--- config.mk ---
export PLATFORM = sky130hd
export DESIGN_NAME = note_scheduler
export DESIGN_NICKNAME = d
export VERILOG_FILES = /design/src/rtl/note_sched_pkg.sv /design/src/rtl/note_pattern_rom.sv /design/src/rtl/note_scheduler.sv
export SDC_FILE = /design/constraint.sdc
export NUM_CORES = 1
export LEC_CHECK = 0
export CAP_MARGIN = 40
export CORE_ASPECT_RATIO = 0.7
export CORE_MARGIN = 2
export CORE_UTILIZATION = 40
export CTS_CLUSTER_DIAMETER = 40
export DETAILED_ROUTE_END_ITERATION = 8
export PLACE_DENSITY = 0.65
export SETUP_SLACK_MARGIN = 0.2
export SLEW_MARGIN = 20
export SYNTH_ARGS = -nofsm -noshare
export SYNTH_HDL_FRONTEND = slang
export SYNTH_SLANG_ARGS = --single-unit
export TNS_END_PERCENT = 20
--- constraint.sdc ---
create_clock -name clk -period 3.2 [get_ports clk]
set_input_delay 0.8 -clock clk [delete_from_list [all_inputs] [get_ports clk]]
set_output_delay 0.8 -clock clk [all_outputs]
set_load 0.01 [all_outputs]
--- src/rtl/note_sched_pkg.sv ---
// Shared types and constants for the note scheduler and its lane-pattern ROM.
package note_sched_pkg;

  localparam int NUM_LANES   = 4;
  localparam int DRAIN_TICKS = 8;

  typedef logic [NUM_LANES-1:0] lane_mask_t;

  typedef enum logic [2:0] {
    S_IDLE    = 3'd0,
    S_COUNTIN = 3'd1,
    S_PLAY    = 3'd2,
    S_DRAIN   = 3'd3,
    S_DONE    = 3'd4
  } sched_state_t;

  // Scroll period in clocks for a speed setting, clamped so a tiny base never yields zero.
  function automatic int tick_period(input int base, input logic [1:0] spd);
    int p;
    p = base >> spd;
    return (p < 1) ? 1 : p;
  endfunction

endpackage

--- src/rtl/note_pattern_rom.sv ---
// 256x4 lane-pattern ROM, synchronous read: data is valid the cycle after en.
module note_pattern_rom
  import note_sched_pkg::*;
(
  input  logic       clk,
  input  logic       en,
  input  logic [7:0] addr,
  output lane_mask_t data
);

  // Steps 0 and 1 are fixed openers; the rest follow a nibble-sum pattern.
  function automatic lane_mask_t pattern_at(input logic [7:0] a);
    lane_mask_t d;
    case (a)
      8'd0:    d = 4'b1001;
      8'd1:    d = 4'b0100;
      default: d = a[3:0] + a[7:4];
    endcase
    return d;
  endfunction

  // Registered read port
  always_ff @(posedge clk) begin
    if (en) begin
      data <= pattern_at(addr);
    end
  end

endmodule

--- src/rtl/note_scheduler.sv ---
// Rhythm-game note scheduler: scroll ticks, count-in, pattern playback and drain.
// Build option: NOTE_SCHED_LOOP_EN makes playback wrap forever instead of draining.
module note_scheduler
  import note_sched_pkg::*;
#(
  parameter int TICK_BASE = 512,
  parameter int SONG_LEN  = 64,
  parameter int COUNTIN   = 8
) (
  input  logic       clk,
  input  logic       RST,
  input  logic       start,
  input  logic       pause,
  input  logic [1:0] speed,
  output logic       scroll,
  output logic [3:0] spawn,
  output logic [7:0] step,
  output logic       busy,
  output logic       done
);

  localparam int                CW           = $clog2(TICK_BASE + 1);
  localparam logic [CW-1:0]     CNT_ZERO     = CW'(0);
  localparam logic [CW-1:0]     CNT_ONE      = CW'(1);
  localparam logic [15:0]       COUNTIN_LAST = 16'(COUNTIN - 1);
  localparam logic [15:0]       DRAIN_LAST   = 16'(DRAIN_TICKS - 1);
  localparam logic [7:0]        LAST_STEP    = 8'(SONG_LEN - 1);

  sched_state_t  state_r, state_nxt;
  logic [CW-1:0] cnt_r, cnt_nxt;
  logic [CW-1:0] period_r, period_nxt;
  logic [CW-1:0] speed_period_s;
  logic [15:0]   ticks_r, ticks_nxt;
  logic [7:0]    step_r, step_nxt;
  logic          pend_r;
  logic          run_s;
  logic          tick_s;
  logic          rom_en_s;
  lane_mask_t    rom_data_s;

  assign speed_period_s = CW'(tick_period(TICK_BASE, speed));

  // Pause is a level freeze; it also wins over a coinciding reload.
  assign run_s    = ((state_r == S_COUNTIN) || (state_r == S_PLAY) || (state_r == S_DRAIN)) && !pause;
  assign tick_s   = run_s && (cnt_r == (period_r - CNT_ONE));
  assign rom_en_s = tick_s && (state_r == S_PLAY);

  assign scroll = tick_s;
  assign spawn  = pend_r ? rom_data_s : 4'b0000;
  assign step   = step_r;
  assign busy   = (state_r != S_IDLE);
  assign done   = (state_r == S_DONE);

  note_pattern_rom u_rom (
    .clk  (clk),
    .en   (rom_en_s),
    .addr (step_r),
    .data (rom_data_s)
  );

  // Next-state, tick counter, speed latch and step sequencing
  always_comb begin
    state_nxt  = state_r;
    cnt_nxt    = cnt_r;
    period_nxt = period_r;
    ticks_nxt  = ticks_r;
    step_nxt   = step_r;
    case (state_r)
      S_IDLE: begin
        if (start) begin
          state_nxt  = (COUNTIN == 0) ? S_PLAY : S_COUNTIN;
          cnt_nxt    = CNT_ZERO;
          period_nxt = speed_period_s;
          ticks_nxt  = 16'd0;
          step_nxt   = 8'd0;
        end else begin
          state_nxt = S_IDLE;
        end
      end
      S_COUNTIN, S_PLAY, S_DRAIN: begin
        if (tick_s) begin
          cnt_nxt    = CNT_ZERO;
          period_nxt = speed_period_s;
          ticks_nxt  = ticks_r + 16'd1;
          case (state_r)
            S_COUNTIN: begin
              if (ticks_r == COUNTIN_LAST) begin
                state_nxt = S_PLAY;
                ticks_nxt = 16'd0;
              end else begin
                state_nxt = S_COUNTIN;
              end
            end
            S_PLAY: begin
              if (step_r == LAST_STEP) begin
`ifdef NOTE_SCHED_LOOP_EN
                step_nxt = 8'd0;
`else
                step_nxt  = step_r + 8'd1;
                state_nxt = S_DRAIN;
                ticks_nxt = 16'd0;
`endif
              end else begin
                step_nxt = step_r + 8'd1;
              end
            end
            S_DRAIN: begin
              if (ticks_r == DRAIN_LAST) begin
                state_nxt = S_DONE;
              end else begin
                state_nxt = S_DRAIN;
              end
            end
            default: state_nxt = S_IDLE;
          endcase
        end else if (run_s) begin
          cnt_nxt = cnt_r + CNT_ONE;
        end else begin
          cnt_nxt = cnt_r;
        end
      end
      S_DONE:  state_nxt = S_IDLE;
      default: state_nxt = S_IDLE;
    endcase
  end

  // State registers; reset aborts any song without a done pulse
  always_ff @(posedge clk or negedge RST) begin
    if (!RST) begin
      state_r  <= S_IDLE;
      cnt_r    <= CNT_ZERO;
      period_r <= CW'(TICK_BASE);
      ticks_r  <= 16'd0;
      step_r   <= 8'd0;
      pend_r   <= 1'b0;
    end else begin
      state_r  <= state_nxt;
      cnt_r    <= cnt_nxt;
      period_r <= period_nxt;
      ticks_r  <= ticks_nxt;
      step_r   <= step_nxt;
      pend_r   <= rom_en_s;
    end
  end

endmodule

==> summary by stage <==
Status
The flow ran to the end, and the final reports show no timing, DRC or antenna violations.

Logic synthesis
By area the synthesized netlist is led by dfrtp_1 (37%), a31oi_1 (6.1%), edfxtp_1 (4.2%). The synthesized design contains 47 register bits. The synthesized netlist devotes under 10% of its cell area to adder and majority cells. In this run the biggest area consumer among cell types represents 36.7% of the synthesized area. The synthesized netlist devotes between 10% and 20% of its cell area to compound gates.

The mapped netlist covers roughly 2900 um^2. The number of enable flip-flop cells after synthesis is 4. After synthesis, the most frequently instantiated cells are dfrtp_1 (42), a31oi_1 (28), nor2_1 (21), nand2_1 (20), a41oi_1 (13). The number of nets handed over by synthesis was just over 300. The proportion of synthesized area in mux cells is 2.58%. The dominant cell type by area after synthesis is dfrtp_1. The Yosys step of the flow raised 0 warnings. The most frequent cell after synthesis is dfrtp_1. Synthesis handed over a netlist of between 200 and 300 instances. The post-synthesis async set-or-reset flop share is between 90% and 100%. Of the synthesized area, sequential elements account for 41.8%.

The mean instance size in the synthesized netlist is 9.74 um^2. The number of library cell types mapped by synthesis is 57. The largest family of logic cells by synthesized area is simple AND/OR/NAND/NOR gates. Among all flip-flop cells after synthesis, the most frequent one is dfrtp_1.

The xor and xnor area share after synthesis is approximately 5.2%. The simple-gate share of the synthesized area is around a quarter.

Die
The area of the core region is roughly 6900 um^2. The die width is between 100 and 150 um. The initial core utilization is between 40% and 50%. The height of the chip is between 70 and 80 um. The die outline area is 7860 um^2.

In this run the core area contains 25 standard-cell rows. 21 I/O pins were placed.

GRT
Entering global routing, the biggest net connects 32 pins. After global routing the overflow that remains totals 0. The number of global-route vias before repair was 2276.

The aggregate global-route resource usage is between 10% and 20%. The initial antenna violation count is 0. The first-pass GRT wire length is ~11 mm.

Place
The post-place instance area is approximately 3200 um^2. The number of cells after detailed placement is between 400 and 500. Once detailed placement completed, the half-perimeter wirelength came to between 4 and 5 mm. At the placement stage, the worst setup path has a slack of -348 ps. The congestion estimate from routability-driven global placement came to about 0.80. In this run the tool buffered the top-level ports with 20 buffer cells.

Timing
Setup repair after global routing left no endpoint under its margin. The maximum clock skew at final layout is between 4 and 5 ps. The final worst slack is 341 ps.

The number of setup violations in the final report is 0. The worst path in the final design needs a cycle of between 2000 and 3000 ps, including I/O delays and setup. Headroom to the max-slew limit came out at between 50% and 60%. The maximum frequency from static timing analysis is between 0.3 and 0.4 GHz. The max-slew violation count is 0. The worst path uses 89.4% of the clock period. The slew at the pin with the worst max-slew slack is about 630 ps. The final count of hold timing violations is 0.

Hold path
In this run the worst hold path is classified as input port to asynchronous set/reset pin.

Drt
The first TritonRoute pass finished after 4 iterations. The detailed router finished its first iteration with roughly 140 violations. The routed layout has 2352 vias. The count of antenna-violating nets left after detailed routing is 0.

The post-detailed-route wirelength per cell is between 15 and 20 um. The post-detailed-routing wire length is around 6.4 mm. After detailed routing, the number of remaining DRC violations is 0.

The via density per instance is 5.60.

Setup path
STA classifies the critical path endpoint as an output port. At the worst endpoint, the required time is ~2400 ps. The critical path goes through inv_1, ha_1, xnor2_1, or3_4, or3_4, nor2_4, buf_6. The critical path contains buffers and inverters numbering 2 combined. The worst stage delay on the critical path is around 380 ps. The worst setup path is launched from a flop. The most frequent cell on the critical path is or3_4. The critical path's slowest cell is dfrtp_1. The critical path is of the flop to output port type. Of all nets on the critical path, the largest fanout is 3. The category of cells accounting for the largest share of critical-path delay is simple AND/OR/NAND/NOR gates. The data arrival time at the worst-slack endpoint is a little over 2000 ps.

Finish
Compared with the post-synthesis result, the final layout area differs by 16.7%. After routing the design area is 3340 um^2. The antenna diode count is 0.

The number of nets in the finished design is 341. Leaving out filler cells and counting taps, the final layout contains 420. At the end of the flow the core is filled with cells to 48.8%. In the final layout, the share of cells above drive strength 1 is ~11%.

CTS
The insertion delay to the later sink of the worst-skew pair is slightly below 300 ps. The clock passes through at most 2 buffers. After clock tree synthesis, the clock-pin slew on the worst setup and hold paths is about 80 ps. The total clock buffers created by CTS is 5. The number of H-tree levels is 2. The buffer cell driving the clock tree root is clkbuf_8.

The clock net sink count is 47. For this design, the CTS-stage hold fixing added 0 buffers. TritonCTS built the clock tree.

Job
The count of maximum capacitance violations is 0.

Power and ir drop
Dividing total power by cell area gives a power density of roughly 500 nW/um^2. The highest ir drop seen on vdd is 297 uV. Summed over all cells, the static leakage comes to 1.49 nW. The post-route total power is about 1.7 mW.
## placed cells by master, fill, tap and decap left out, types with 7 or more instances in the layout
| master | instances |
|---|---|
| a31oi_1 | 28 |
| a41oi_1 | 13 |
| and2_1 | 7 |
| and3_1 | 12 |
| buf_4 | 14 |
| clkdlybuf4s50_1 | 17 |
| dfrtp_1 | 42 |
| ha_1 | 9 |
| inv_1 | 9 |
| nand2_1 | 20 |
| nand2b_1 | 12 |
| nand3_1 | 9 |
| nor2_1 | 20 |
| o21ai_0 | 7 |
| xnor2_1 | 7 |
| xor2_1 | 10 |
## path summary, 6_finish.rpt
kind                        startpoint     endpoint  slack (ps)  cells after the start
hold / removal                     RST  ticks_r[15]         390                      1
max in group asynchronous          RST  period_r[9]        2270                      2
min in group clk            ticks_r[0]   ticks_r[0]         510                      1
setup / recovery           period_r[6]       scroll         340                      7
setup reg to reg           period_r[6]  period_r[7]         660                      9
hold reg to reg             ticks_r[0]   ticks_r[0]         510                      1
## worst register-to-register path: cells and delay by family, from the launching register on
kind,cells,cell delay [ps]
AOI/OAI and AO/OA,1,170
xor gates and xnor gates,1,130
adders and majority gates,1,280
buffers and inverters,3,440
DFF,1,380
muxes,1,330
and+or+nand+nor,2,680
## power by group
| group | total (mW) | leakage [nW] | switching, mW | internal [mW] |
|---|---|---|---|---|
| Clock | 0.341 | 0.0403 | 0.192 | 0.150 |
| Combinational | 0.576 | 0.837 | 0.348 | 0.228 |
| Sequential | 0.767 | 0.613 | 0.0857 | 0.682 |
## timing repair
action | in CTS | in global routing
endpoints found under the hold margin | 0 | 0
gates resized for setup | 8 | 0
endpoints found under the setup margin | 1 | 0
buffers inserted | 1 | 0
## flip-flops by register name, summed over array words and instances (netlist names)
name,flops
ticks_r,16
cnt_r,10
step,8
period_r,5
u_rom.data,4
state_r,3
pend_r,1
## per-stage QoR
stage | hold WS (ps) | TNS, ps
2_1_floorplan | 453 | 0
3_3_place_gp | 493 | -342
3_5_place_dp | 504 | -348
4_1_cts | 401 | 0
5_1_grt | 406 | 0
6_report | 393 | 0
## area by class of cell
cell class | instances | area [um^2]
clock inverter | 2 | 7.51
clock buffer | 6 | 72.6
fill | 639 | 3510
sequential | 47 | 1200
tap | 94 | 118
inverter | 9 | 33.8
multi-input combinational | 226 | 1570
timing repair buffer | 36 | 340
## cell families after synthesis
group,count (synthesis)
muxes,7
adders and majority gates,10
DFF,47
and+or+nand+nor,120
buffers and inverters,21
AOI/OAI and AO/OA,72
xor gates and xnor gates,17
## layer usage
| layer | part of all wire (%) | wire (um) | global-route usage (%) |
|---|---|---|---|
| met1 | 55 | 3470 | 26.5 |
| met5 | 0 | 0 | 0 |
| met2 | 41 | 2610 | 26.7 |
| met3 | 3.7 | 236 | 3.55 |
| met4 | 0.83 | 53 | 4.15 |
No activity file was read; power rests on OpenSTA's default activity.
